## config.mk

```make
export PLATFORM = sky130hd
export DESIGN_NAME = branch_predictor
export DESIGN_NICKNAME = d
export VERILOG_FILES = /design/src/rtl/branch_predictor_pkg.sv /design/src/rtl/branch_predictor_sat_ctr2.sv /design/src/rtl/branch_predictor.sv
export SDC_FILE = /design/constraint.sdc
export NUM_CORES = 1
export LEC_CHECK = 0
export BUFFER_PORTS_ARGS = -buffer_cell sky130_fd_sc_hd__buf_2
export CAP_MARGIN = 10
export CORE_MARGIN = 2
export CORE_UTILIZATION = 45
export CTS_CLUSTER_DIAMETER = 60
export DETAILED_ROUTE_END_ITERATION = 16
export GPL_ROUTABILITY_DRIVEN = 0
export HOLD_SLACK_MARGIN = 0.08
export SETUP_SLACK_MARGIN = 0.4
export SLEW_MARGIN = 10
export SYNTH_ARGS = -nofsm -noshare
export SYNTH_HDL_FRONTEND = slang
export SYNTH_SLANG_ARGS = --single-unit
```

## constraint.sdc

```tcl
create_clock -name clk -period 8 [get_ports clk]
set_input_delay 1.2 -clock clk [delete_from_list [all_inputs] [get_ports clk]]
set_output_delay 1.2 -clock clk [all_outputs]
set_load 0.01 [all_outputs]
```

## src/rtl/branch_predictor_pkg.sv

```systemverilog
// Shared types and defaults for the fetch-side branch predictor.
// Counter encodings are kept in an enum so every file agrees on the meaning
// of each 2-bit state.
package branch_predictor_pkg;

    // Default PC width: a full 32-bit PC unless overridden by parameter
    localparam int BP_ADDR_BIT_DEF = 32;

    // log2 of the BTB entry count
    localparam int BP_IDX_BIT = 4;

    // 2-bit saturating counter states (strongly/weakly not-taken/taken)
    typedef enum logic [1:0] {
        BP_CTR_SNT = 2'b00,
        BP_CTR_WNT = 2'b01,
        BP_CTR_WT  = 2'b10,
        BP_CTR_ST  = 2'b11
    } bp_ctr_e;

    // State given to a freshly allocated conditional-branch entry
    localparam bp_ctr_e BP_CTR_INIT = BP_CTR_WT;

    // State every entry returns to on reset
    localparam bp_ctr_e BP_CTR_RST = BP_CTR_WNT;

    // Counter MSB is the taken/not-taken vote
    function automatic logic bp_ctr_taken(input bp_ctr_e ctr);
        return ctr[1];
    endfunction

endpackage : branch_predictor_pkg

```

## src/rtl/branch_predictor_sat_ctr2.sv

```systemverilog
// Combinational next-state for a 2-bit saturating counter.
// force_max pins the counter at strongly-taken (used for jump entries).
module sat_ctr2
    import branch_predictor_pkg::*;
(
    input  bp_ctr_e ctr,
    input  logic    taken,
    input  logic    force_max,
    output bp_ctr_e ctr_next
);

    // Saturating step up on taken, down on not-taken
    always_comb begin
        ctr_next = ctr;
        if (force_max) begin
            ctr_next = BP_CTR_ST;
        end else if (taken) begin
            case (ctr)
                BP_CTR_SNT: ctr_next = BP_CTR_WNT;
                BP_CTR_WNT: ctr_next = BP_CTR_WT;
                BP_CTR_WT:  ctr_next = BP_CTR_ST;
                default:    ctr_next = BP_CTR_ST;
            endcase
        end else begin
            case (ctr)
                BP_CTR_ST:  ctr_next = BP_CTR_WT;
                BP_CTR_WT:  ctr_next = BP_CTR_WNT;
                BP_CTR_WNT: ctr_next = BP_CTR_SNT;
                default:    ctr_next = BP_CTR_SNT;
            endcase
        end
    end

endmodule : sat_ctr2

```

## src/rtl/branch_predictor.sv

```systemverilog
// Fetch-side dynamic branch predictor built on a direct-mapped BTB.
// Lookup is combinational on if_pc; training arrives from the resolution
// stage and is written at the clock edge with no bypass to the lookup port.
// Optional statistics counters are enabled by defining BP_STATS_EN.
// ADDR_BIT must exceed IDX_BIT + 2 so that the tag field is non-empty.
module branch_predictor
    import branch_predictor_pkg::*;
#(
    parameter int IDX_BIT  = BP_IDX_BIT,
    parameter int ADDR_BIT = BP_ADDR_BIT_DEF
) (
    input  logic                clk,
    input  logic                rst,
    input  logic [ADDR_BIT-1:0] if_pc,
    output logic [ADDR_BIT-1:0] pc_guessed,
    output logic                pred_taken,
    input  logic                upd_en,
    input  logic [ADDR_BIT-1:0] upd_pc,
    input  logic                upd_taken,
    input  logic                upd_is_jump,
    input  logic [ADDR_BIT-1:0] upd_target,
    input  logic                upd_succ
`ifdef BP_STATS_EN
    ,
    output logic [31:0]         stat_total,
    output logic [31:0]         stat_miss
`endif
);

    localparam int ENTRIES = 1 << IDX_BIT;
    localparam int TAG_BIT = ADDR_BIT - IDX_BIT - 2;

    // BTB storage: valid/counter need a reset, tag/target/jump do not matter
    // until valid is set, but jump is kept with the counter for simplicity.
    logic                valid_reg  [ENTRIES];
    bp_ctr_e             ctr_reg    [ENTRIES];
    logic                jump_reg   [ENTRIES];
    logic [TAG_BIT-1:0]  tag_reg    [ENTRIES];
    logic [ADDR_BIT-1:0] target_reg [ENTRIES];

    // ------------------------------------------------------------------
    // Lookup path
    // ------------------------------------------------------------------
    logic [IDX_BIT-1:0]  if_idx;
    logic [TAG_BIT-1:0]  if_tag;
    logic                if_hit;
    logic [ADDR_BIT-1:0] if_pc_seq;

    assign if_idx    = if_pc[IDX_BIT+1:2];
    assign if_tag    = if_pc[ADDR_BIT-1:IDX_BIT+2];
    assign if_pc_seq = if_pc + ADDR_BIT'(4);

    // Hit needs a valid entry with a matching tag; jumps always redirect
    always_comb begin
        if_hit     = valid_reg[if_idx] && (tag_reg[if_idx] == if_tag);
        pred_taken = if_hit && (jump_reg[if_idx] || bp_ctr_taken(ctr_reg[if_idx]));
        pc_guessed = pred_taken ? target_reg[if_idx] : if_pc_seq;
    end

    // ------------------------------------------------------------------
    // Update path
    // ------------------------------------------------------------------
    logic [IDX_BIT-1:0]  upd_idx;
    logic [TAG_BIT-1:0]  upd_tag;
    logic                upd_hit;
    logic                upd_force_max;
    bp_ctr_e             upd_ctr_sat;
    bp_ctr_e             upd_ctr_next;
    logic                entry_wr;
    logic                payload_wr;
    logic [ENTRIES-1:0]  entry_sel;

    assign upd_idx = upd_pc[IDX_BIT+1:2];
    assign upd_tag = upd_pc[ADDR_BIT-1:IDX_BIT+2];
    assign upd_hit = valid_reg[upd_idx] && (tag_reg[upd_idx] == upd_tag);

    // A taken update re-labels the entry with the incoming jump flag; a
    // not-taken update leaves the jump flag alone, so it decides pinning.
    assign upd_force_max = upd_taken ? upd_is_jump : jump_reg[upd_idx];

    sat_ctr2 u_sat_ctr2 (
        .ctr       (ctr_reg[upd_idx]),
        .taken     (upd_taken),
        .force_max (upd_force_max),
        .ctr_next  (upd_ctr_sat)
    );

    // Hits step the counter; allocations start weakly-taken (jumps pinned)
    always_comb begin
        upd_ctr_next = BP_CTR_INIT;
        if (upd_hit) begin
            upd_ctr_next = upd_ctr_sat;
        end else if (upd_is_jump) begin
            upd_ctr_next = BP_CTR_ST;
        end
        // A miss that is not taken never allocates
        entry_wr   = upd_en && (upd_hit || upd_taken);
        // Tag/target/jump/valid are only (re)written on taken updates
        payload_wr = entry_wr && upd_taken;
    end

    // One-hot decode of the entry being trained
    for (genvar gi = 0; gi < ENTRIES; gi++) begin : g_sel
        assign entry_sel[gi] = (upd_idx == IDX_BIT'(gi));
    end

    // Valid/counter/jump state: reset clears valid and parks counters
    always_ff @(posedge clk) begin
        if (rst) begin
            for (int i = 0; i < ENTRIES; i++) begin
                valid_reg[i] <= 1'b0;
                ctr_reg[i]   <= BP_CTR_RST;
                jump_reg[i]  <= 1'b0;
            end
        end else begin
            for (int i = 0; i < ENTRIES; i++) begin
                if (entry_wr && entry_sel[i]) begin
                    ctr_reg[i] <= upd_ctr_next;
                    if (upd_taken) begin
                        valid_reg[i] <= 1'b1;
                        jump_reg[i]  <= upd_is_jump;
                    end
                end
            end
        end
    end

    // Tag/target payload: written on taken updates, reset blocks the write
    always_ff @(posedge clk) begin
        if (!rst && payload_wr) begin
            tag_reg[upd_idx]    <= upd_tag;
            target_reg[upd_idx] <= upd_target;
        end
    end

    // ------------------------------------------------------------------
    // Optional statistics
    // ------------------------------------------------------------------
`ifdef BP_STATS_EN
    logic [31:0] stat_total_reg;
    logic [31:0] stat_miss_reg;

    // Count resolved instructions and mispredictions, wrapping at 2^32
    always_ff @(posedge clk) begin
        if (rst) begin
            stat_total_reg <= '0;
            stat_miss_reg  <= '0;
        end else if (upd_en) begin
            stat_total_reg <= stat_total_reg + 32'd1;
            if (!upd_succ) begin
                stat_miss_reg <= stat_miss_reg + 32'd1;
            end
        end
    end

    assign stat_total = stat_total_reg;
    assign stat_miss  = stat_miss_reg;

    // Byte-offset bits of the resolved PC carry no BTB information
    logic unused_upd_bits;
    assign unused_upd_bits = ^upd_pc[1:0];
`else
    // Byte-offset bits and the success flag only matter with statistics
    logic unused_upd_bits;
    assign unused_upd_bits = ^{upd_pc[1:0], upd_succ};
`endif

endmodule : branch_predictor

```

After elaboration in Yosys (flattened, before gate mapping)
Memory sizes are Yosys's and may differ from the RTL's.
Cells that the tools add are included.
{"block": "classes", "n_addsub": 1, "n_eq_ne": 20, "mux": 157, "bitwise": 48, "reduce_logical": 27}
{"operator": "2-to-1 mux 1 bit", "n": 135}
{"operator": "equality test 26 bit", "n": 2}
{"operator": "bitwise OR 1 bit", "n": 48}
{"operator": "2-to-1 mux 2 bit", "n": 19}
{"operator": "adder 32 x 3 -> 32 bit, second input constant", "n": 1}
{"operator": "equality test 4 bit, second input constant", "n": 8}
{"operator": "2-to-1 mux 32 bit", "n": 1}
{"operator": "logical AND 1 bit", "n": 22}
{"operator": "equality test 4 x 3 -> 1 bit, second input constant", "n": 4}
{"operator": "equality test 4 x 2 -> 1 bit, second input constant", "n": 2}
{"operator": "case mux 2 bit (2 select lines)", "n": 2}
{"operator": "equality test 2 bit, second input constant", "n": 2}
{"operator": "equality test 4 x 1 -> 1 bit, second input constant", "n": 1}
{"operator": "logical NOT 4 bit", "n": 1}
{"operator": "equality test 2 x 1 -> 1 bit, second input constant", "n": 1}
{"operator": "logical NOT 2 bit", "n": 1}
{"operator": "logical OR 1 bit", "n": 2}
{"operator": "logical NOT 1 bit", "n": 1}
{"block": "word_totals", "register_bits": 0, "mem_bits_rw": 992, "word_cells": 258, "memories": 5}
{"memory": "target_reg", "depth": 16, "width": 32, "read_ports": 1, "rd_ports_with_merged_regs": 0, "wr": 1, "line_no": "branch_predictor.sv:39", "rtl": "logic [ADDR_BIT-1:0] target_reg [ENTRIES];"}
{"memory": "tag_reg", "depth": 16, "width": 26, "read_ports": 2, "rd_ports_with_merged_regs": 0, "wr": 1, "line_no": "branch_predictor.sv:38", "rtl": "logic [TAG_BIT-1:0] tag_reg [ENTRIES];"}
{"memory": "ctr_reg", "depth": 16, "width": 2, "read_ports": 2, "rd_ports_with_merged_regs": 0, "wr": 16, "line_no": "branch_predictor.sv:36", "rtl": "bp_ctr_e ctr_reg [ENTRIES];"}
{"memory": "jump_reg", "depth": 16, "width": 1, "read_ports": 2, "rd_ports_with_merged_regs": 0, "wr": 16, "line_no": "branch_predictor.sv:37", "rtl": "logic jump_reg [ENTRIES];"}
{"memory": "valid_reg", "depth": 16, "width": 1, "read_ports": 2, "rd_ports_with_merged_regs": 0, "wr": 16, "line_no": "branch_predictor.sv:35", "rtl": "logic valid_reg [ENTRIES];"}

Longest topological paths before layout
Gate-level depths: netlist (run 1).
An unclocked memory read counts as a cell.
{"block": "depth", "ltp_word": 10, "depth_mapped": 14, "depth_no_buf": 10}

Hierarchy
A second synthesis (run 1) with hierarchy kept.
{"block": "unflattened", "hier_cells": 2098, "area_unflattened_um2": 43265.2}
{"mod": "branch_predictor", "n_inst": 1, "cells_each": 2091, "area_per_inst_um2": 43229.0, "seq_area_each_um2": 29698.5}
{"mod": "sat_ctr2", "n_inst": 1, "cells_each": 7, "area_per_inst_um2": 36.3, "seq_area_each_um2": 0.0}

Worst setup path before layout (run 1)
OpenSTA, ideal clock, no wires.
{"block": "synth_timing", "path_kind": "input-to-reg", "startpoint": "input upd_pc[5]", "endpoint": "memory jump_reg[9], data pin", "setup_ns": 0.160, "arrival_ns": 6.694, "setup_slack_ns": 1.146, "path_stages": 7, "path_buffers": 4, "cell_sequence": "buf_2 > buf_2 > buf_2 > buf_2 > nand4_1 > nor3_1 > and2_1"}
{"element": "start, declared", "line_no": "branch_predictor.sv:18", "rtl": "input logic [ADDR_BIT-1:0] upd_pc,"}
{"element": "end, declared", "line_no": "branch_predictor.sv:37"}

Worst setup path after layout (run 1)
{"block": "layout_timing", "startpoint": "input if_pc[2]", "endpoint": "output pc_guessed[14]"}
{"block": "layout_between", "elab_chain_cells": 5, "word_cells_on_any_way": 11, "cone_classes": "1 x add/sub; 1 x eq/ne; 1 x mux; 3 x reduce/logical; 5 x memory"}
{"element": "start, declared", "line_no": "branch_predictor.sv:14", "rtl": "input logic [ADDR_BIT-1:0] if_pc,"}
{"element": "memory read (16 x 26 bit)"}
{"element": "equality test 26 bit", "line_no": "branch_predictor.sv:55", "rtl": "if_hit = valid_reg[if_idx] && (tag_reg[if_idx] == if_tag);"}
{"element": "logical AND 1 bit", "line_no": "branch_predictor.sv:55"}
{"element": "logical AND 1 bit", "line_no": "branch_predictor.sv:56", "rtl": "pred_taken = if_hit && (jump_reg[if_idx] || bp_ctr_taken(ctr_reg[if_idx]));"}
{"element": "2-to-1 mux 32 bit (*)", "line_no": "branch_predictor.sv:57", "rtl": "pc_guessed = pred_taken ? target_reg[if_idx] : if_pc_seq;"}
{"element": "end, declared", "line_no": "branch_predictor.sv:15", "rtl": "output logic [ADDR_BIT-1:0] pc_guessed,"}
Every way passes the cells marked *; elsewhere a longest branch is shown, timed or not.

==> summary.md, run 1 <==
| Metric | Value |
|---|---|
| Status | finished clean |
| Post-route DRC | 0 |
| Worst-path maximum fanout | 71 |
| Postcts setup bufs | 0 |
| # rows | 113 |
| Slew HR | 17.0% |
| Post-synthesis instance area | 43300 µm² |
| Grt peak-use layer | met2 |
| Core Footprint | 95200 µm² |
| Largest net degree at the start of global routing | 79 |
| Syn Nets | 2242 |
| VDD IR max | 0.220 mV |
| Hold endpoint | valid_reg[8] |
| Total die area | 98700 µm² |
| Final setup fails | 0 |
| Met3 GRT Util | 4.08% |
| Top_reg_cell synth | edfxtp_1 |
| Fill cell count | 7482 |
| TritonCTS clock tree | done |
| Worst-path clk slew | 50 ps |
| Maxcap violations | 0 |
| Final Slew Violations | 0 |
| Crit Path Class | primary input to primary output |
| DPL Wire Length | 68500 µm |
| Synth warnings | 0 |
| First-pass GRT wire length | 167000 µm |
| Share of cells above drive strength 1 | 32.9% |
| Gr usage total | 23.8% |
| Hold Worst Slack | 495 ps |
| Clock buffer depth | 3 |
| Clock root buffer | clkbuf_16 |
| Avg Inst Size Synth | 20.2 µm² |
| R2R depth | 9 |
| Hold Vio Cnt, Final | 0 |
| Skew final | 56.6 ps |
| Clock Latency Late Sink | 710 ps |
| Routed Antenna Nets | 0 |
| Drt via density | 6.25 |
| Pwr Density | 236 nW/µm² |
| Fmax | 153 MHz |
| CTS sink cnt | 992 |
| CTS Buf Count | 105 |
| Post-CTS sizing | 0 |
| Post-synthesis cell type count | 65 |
| DR vias | 22890 |
| Final wirelength | 117000 µm |
| Sequential share of the synthesized area | 68.6% |
| Worst hold stages | 2 |
| # nets final | 2406 |
| Crit end category | primary output |
| Crit path launch | if_pc[2] |
| R2R setup slack | 4100 ps |
| IO Port Bufs | 131 |
| Synth-to-Final Area Change | 13.3% |
| Period utilization | 81.7% |
| Vias in the first global route | 23333 |
| Total power | 11.6 mW |
| Placed cell areas | 45500 µm² |
| Global route overflow | 0 |
| Asr flop ratio synth | 0% |
| RR Startpoint | tag_reg[10][13] |
| Post-route cell area | 49000 µm² |
| Starting DRC count in detailed routing | 2966 |
| DRT Pass-1 Iters | 7 |
| Post-CTS Hold Fix Bufs | 0 |
| Wire per inst | 32.0 µm |
| Final TNS setup | 0 ps |
| Slew @ Worst Pin | 1240 ps |
| Die width | 314 µm |
| Die Span Y | 314 µm |
| Worst path required time | 6800 ps |
| #FFs+latches synth | 992 |
| Starting density of the core | 45.5% |
| I/O pin count | 135 |
| Number of synthesized flops with an enable pin | 983 |
| FF-to-FF End | ctr_reg[1][0] |
| Critical Path Start Type | primary input |
| Min Clock Period, post-route | 6540 ps |
| Max reg flops | 512 |
| Met1 usage | 34.0% |
| Initial antenna violation count | 16 |
| Final Util | 51.5% |
| Grt met2 use | 38.3% |
| Arr. time, crit path | 5340 ps |
| H-tree depth | 3 |
| Hold Startpoint | valid_reg[8] |
| Min-delay worst type | register to register |
| Synth Instances | 2139 |
| RSZ-0062 raised after global routing | false |
| Leak | 15.5 nW |
cells by family (layout without fill, tap and decap cells):
logic type                 count (synthesis)  after routing  synth area share [%]
other                                      0              7                     0
adders and majority gates                  1              1                0.0289
xor gates and xnor gates                  88             88                  1.78
DFF                                      992            992                  68.6
AOI/OAI and AO/OA                        177            177                  2.72
muxes                                    488            488                  22.3
buffers and inverters                    160            413                  1.92
and+or+nand+nor                          233            233                  2.71
layout make-up:
cell class	instances	area, µm²	share of cell area (%)
Antenna cell	7	17.5	0.0357
Clock buffer	129	2740	5.58
Clock inverter	67	823	1.68
Inverter	22	82.6	0.168
Multi-Input combinational cell	987	12900	26.3
Sequential cell	992	29700	60.6
Tap cell	1265	1580	3.23
Timing Repair Buffer	195	1220	2.48
worst max path at each step:
stage | slack, ps | to | depth (start not counted)
2_1_floorplan | 1150 | jump_reg[9] | 7
3_3_place_gp | 1430 | pc_guessed[14] | 10
3_5_place_dp | 1400 | pc_guessed[14] | 10
4_1_cts | 1400 | pc_guessed[14] | 10
5_1_grt | 1190 | pc_guessed[14] | 10
6_report | 1460 | pc_guessed[14] | 10
placed cells by master, fill, tap and decap left out, drive strengths merged, types with 11 or more instances in the layout:
master  count
nand4      17
a21o       12
buf       194
o21ai      67
nor2       48
mux4      376
inv        26
xor2       26
o211ai     11
mux2i      76
o22ai      20
bufinv     15
xnor2      62
nor3       12
clkinv     45
clkbuf    130
mux2       36
a22oi      12
edfxtp    983
nand3      30
a21oi      16
nand2      77
critical path, cell delays in order:
cell     delay [ps]
buf_8           570
buf_4           630
mux4_2          590
mux4_2          570
xnor2_1         180
nand4_1         170
nor4b_4         380
buf_12          290
mux2_1          400
buf_2           160
layer usage:
metal | vias up | wire (µm)
met2 | 1049 | 56500
li1 | 9373 | -
met3 | 180 | 9390
met5 | - | 60
met1 | 12278 | 48300
met4 | 10 | 3160
metrics by stage:
stage	cells	setup slack, ps
final	3664	1460
after global routing	3661	1190
after CTS	3657	1400
after detailed placement	3461	1400
after global placement	3461	1430
after floorplan	2139	1150
power breakdown:
group	internal (mW)	switching [mW]
clock network	2.94	2.06
logic	0.327	0.458
registers	5.77	0.0203
cell usage after synthesis (5+ instances only):
master    instances  area, µm²
xor2_1           26        228
nand3_1          30        150
buf_1            22       82.6
nand4_1          16        100
o22ai_1          20        125
nand2b_1          7       43.8
a221oi_1          9       78.8
nor2_1           47        176
xnor2_1          62        543
nor2b_1           9       56.3
edfxtp_1        983      29500
clkbuf_1         47        176
and2_1            5       31.3
inv_1            19       71.3
nor4_1            5       31.3
a211oi_1          5       37.5
nor3_1           12       60.1
nand2_1          77        289
nor3b_1           5       37.5
o211ai_1         11       82.6
buf_6            10        113
mux2_2           32        360
dfxtp_1           9        180
mux2i_1          76        761
o21ai_0          67        335
a21o_1           12       90.1
a22oi_1          12       90.1
buf_4            10       75.1
a21oi_1          15       75.1
mux4_2          376       8470
buf_2            45        225
Power figures use the tool's default switching activity.
==> inputs of run 2 (changes only) <==
- clock period: 8 -> 6.34 ns (I/O delays scaled with it)
==> run 2 against run 1 <==
Sequential power rose by 26%. Clock skew decreased by 25 ps. First-iteration DRC count fell by 14%. Count of clock-buffer cells in the layout shrank 2. Combinational power increased by 27%. Hold slack got worse by 18 ps. Highest routed layer unchanged.
==> summary.md, run 2 (synthesized netlist as in run 1, its figures left out) <==
| Metric | Value |
|---|---|
| Status | finished clean (unchanged) |
| Critical Path Start Type | primary input (unchanged) |
| Critical Path Slowest Stage Cell | buf_8 (was buf_4) |
| Worst hold stages | 2 (unchanged) |
| Total die area | 98700 µm² (unchanged) |
| Post-route cell area | 49000 µm² (about the same) |
| Clock root buffer | clkbuf_16 (unchanged) |
| Gr usage total | 23.9% (was 23.8%) |
| DPL Wire Length | 65200 µm (was 68500 µm) |
| TritonCTS clock tree | done (unchanged) |
| Min-delay worst type | register to register (unchanged) |
| Reg area | 29700 µm² (unchanged) |
| Core Footprint | 95200 µm² (unchanged) |
| # nets final | 2406 (unchanged) |
| Drt via density | 6.27 (was 6.25) |
| R2R setup slack | 2200 ps (was 4100 ps) |
| Worst path required time | 5390 ps (was 6800 ps) |
| Most frequent cells in the layout | 983 x edfxtp_1, 376 x mux4_2, 124 x buf_2 (unchanged) |
| Crit Path Class | primary input to primary output (unchanged) |
| Area of the multi-input gates | 12900 µm² (about the same) |
| Leak | 15.4 nW (was 15.5 nW) |
| I/O pin count | 135 (unchanged) |
| Clock Latency Late Sink | 700 ps (was 710 ps) |
| Final wirelength | 117000 µm (about the same) |
| Share of cells above drive strength 1 | 33.2% (was 32.9%) |
| CTS Buf Count | 105 (unchanged) |
| Setup WS pre-CTS | 383 ps (was 1400 ps) |
| Post-CTS Hold Fix Bufs | 0 (unchanged) |
| Slew @ Worst Pin | 1000 ps (was 1240 ps) |
| First-pass GRT wire length | 169000 µm (was 167000 µm) |
| Slew HR | 33.0% (was 17.0%) |
| Placed cell areas | 45700 µm² (was 45500 µm²) |
| Final setup fails | 0 (unchanged) |
| Post-route DRC | 0 (unchanged) |
| Global route overflow | 0 (unchanged) |
| Final Slew Violations | 0 (unchanged) |
| Starting density of the core | 45.5% (unchanged) |
| DR vias | 22980 (was 22890) |
| Pwr Density | 289 nW/µm² (was 236 nW/µm²) |
| RR Startpoint | tag_reg[15][7] (was tag_reg[10][13]) |
| Fill cell count | 7544 (was 7482) |
| Fmax | 173 MHz |
| Vias in the first global route | 23553 (was 23333) |
| Hold endpoint | valid_reg[8] (unchanged) |
| Largest stage delay, worst path | 630 ps (about the same) |
| Hold Vio Cnt, Final | 0 (unchanged) |
| Max reg flops | 512 (unchanged) |
| Period utilization | 91.2% |
| Min Clock Period, post-route | 5780 ps |
| Maxcap violations | 0 (unchanged) |
| Worst-path clk slew | 60 ps (was 50 ps) |
| DRT Pass-1 Iters | 7 (unchanged) |
| Hold Startpoint | valid_reg[8] (unchanged) |
| R2R depth | 8 (was 9) |
| # rows | 113 (unchanged) |
| RSZ-0062 raised after global routing | false (unchanged) |
| Largest net degree at the start of global routing | 96 (was 79) |
| Commonest non-fill, non-tap cell in the layout | edfxtp_1 (unchanged) |
| Die Span Y | 314 µm (unchanged) |
| Starting DRC count in detailed routing | 2550 (was 2966) |
| Wire per inst | 32.0 µm (about the same) |
| IO Port Bufs | 131 (unchanged) |
| Crit end category | primary output (unchanged) |
| CTS sink cnt | 992 (unchanged) |
| Synth-to-Final Area Change | 13.2% (was 13.3%) |
| Clock buffer depth | 3 (unchanged) |
| Arr. time, crit path | 4830 ps (was 5340 ps) |
| Routed Antenna Nets | 0 (unchanged) |
| Initial antenna violation count | 19 (was 16) |
| Worst-path maximum fanout | 95 (was 71) |
| VDD IR max | 0.221 mV (was 0.220 mV) |
| FF-to-FF End | ctr_reg[1][1] (was ctr_reg[1][0]) |
| Setup slack after layout | 557 ps (was 1460 ps) |
| Crit path cell chain | buf_8 -> buf_4 -> mux4_2 -> mux4_2 -> xnor2_1 -> nand4_1 -> nor2_1 -> nor4b_4 -> buf_12 -> mux2_1 -> buf_2 (was buf_8 -> buf_4 -> mux4_2 -> mux4_2 -> xnor2_1 -> nand4_1 -> nor4b_4 -> buf_12 -> mux2_1 -> buf_2) |
| Skew final | 31.6 ps (was 56.6 ps) |
| Die width | 314 µm (unchanged) |
| H-tree depth | 3 (unchanged) |
| CP dominant cell by count | mux4_2 (unchanged) |
run 2: worst max-delay path, delay by kind of cell:
family        cells  cell delay, ps
buf+inv           4            1540
simple gates      3             650
xor+xnor          1             230
mux               3            1240
run 2: worst max-delay path by stage:
| stage | start | end | slack (ps) | cells after the start |
|---|---|---|---|---|
| after global placement | if_pc[2] | pc_guessed[14] | 400 | 11 |
| after detailed placement | if_pc[2] | pc_guessed[14] | 380 | 10 |
| after floorplan | upd_pc[5] | tag_reg[11][0] | -250 | 6 |
| after CTS | if_pc[2] | pc_guessed[14] | 550 | 10 |
| after global routing | if_pc[2] | pc_guessed[14] | 410 | 11 |
| final | if_pc[3] | pc_guessed[14] | 560 | 11 |
run 2: per-stage QoR:
step	TNS [ps]	utilization (%)	hold slack, ps	total power [mW]	instances
floorplan	-29160	-	432	8.06	2139
global placement	0	48.0	450	8.42	3461
detailed placement	0	48.0	462	8.44	3461
CTS	0	51.5	467	14.3	3653
global route	0	51.5	497	14.6	3656
finish	0	51.5	478	14.2	3663
run 2: per-layer routing:
layer	routed length [µm]	GRT usage, %
met2	56900	38.4
met4	2370	6.09
met1	48900	34.0
met3	8880	4.61
met5	104	0
run 2: repair_timing:
action | 4_1_cts | 5_1_grt
gates resized for setup | 1 | 1
buffers inserted | 0 | 0
setup endpoints to repair | 1 | 3
run 2: power by group:
part | internal, mW | switching (mW) | total, mW
combinational | 0.420 | 0.580 | 1.00
clock | 3.32 | 2.56 | 5.88
sequential | 7.28 | 0.0258 | 7.30
run 2: final cells by class:
type	count	share of cell area, %
diodes	10	0.0511
well taps	1265	3.23
inverters	22	0.168
multi-input cells	987	26.3
flip-flops and latches	992	60.6
clock inverters	65	1.12
repair buffers	195	2.97
clock buffers	127	5.57
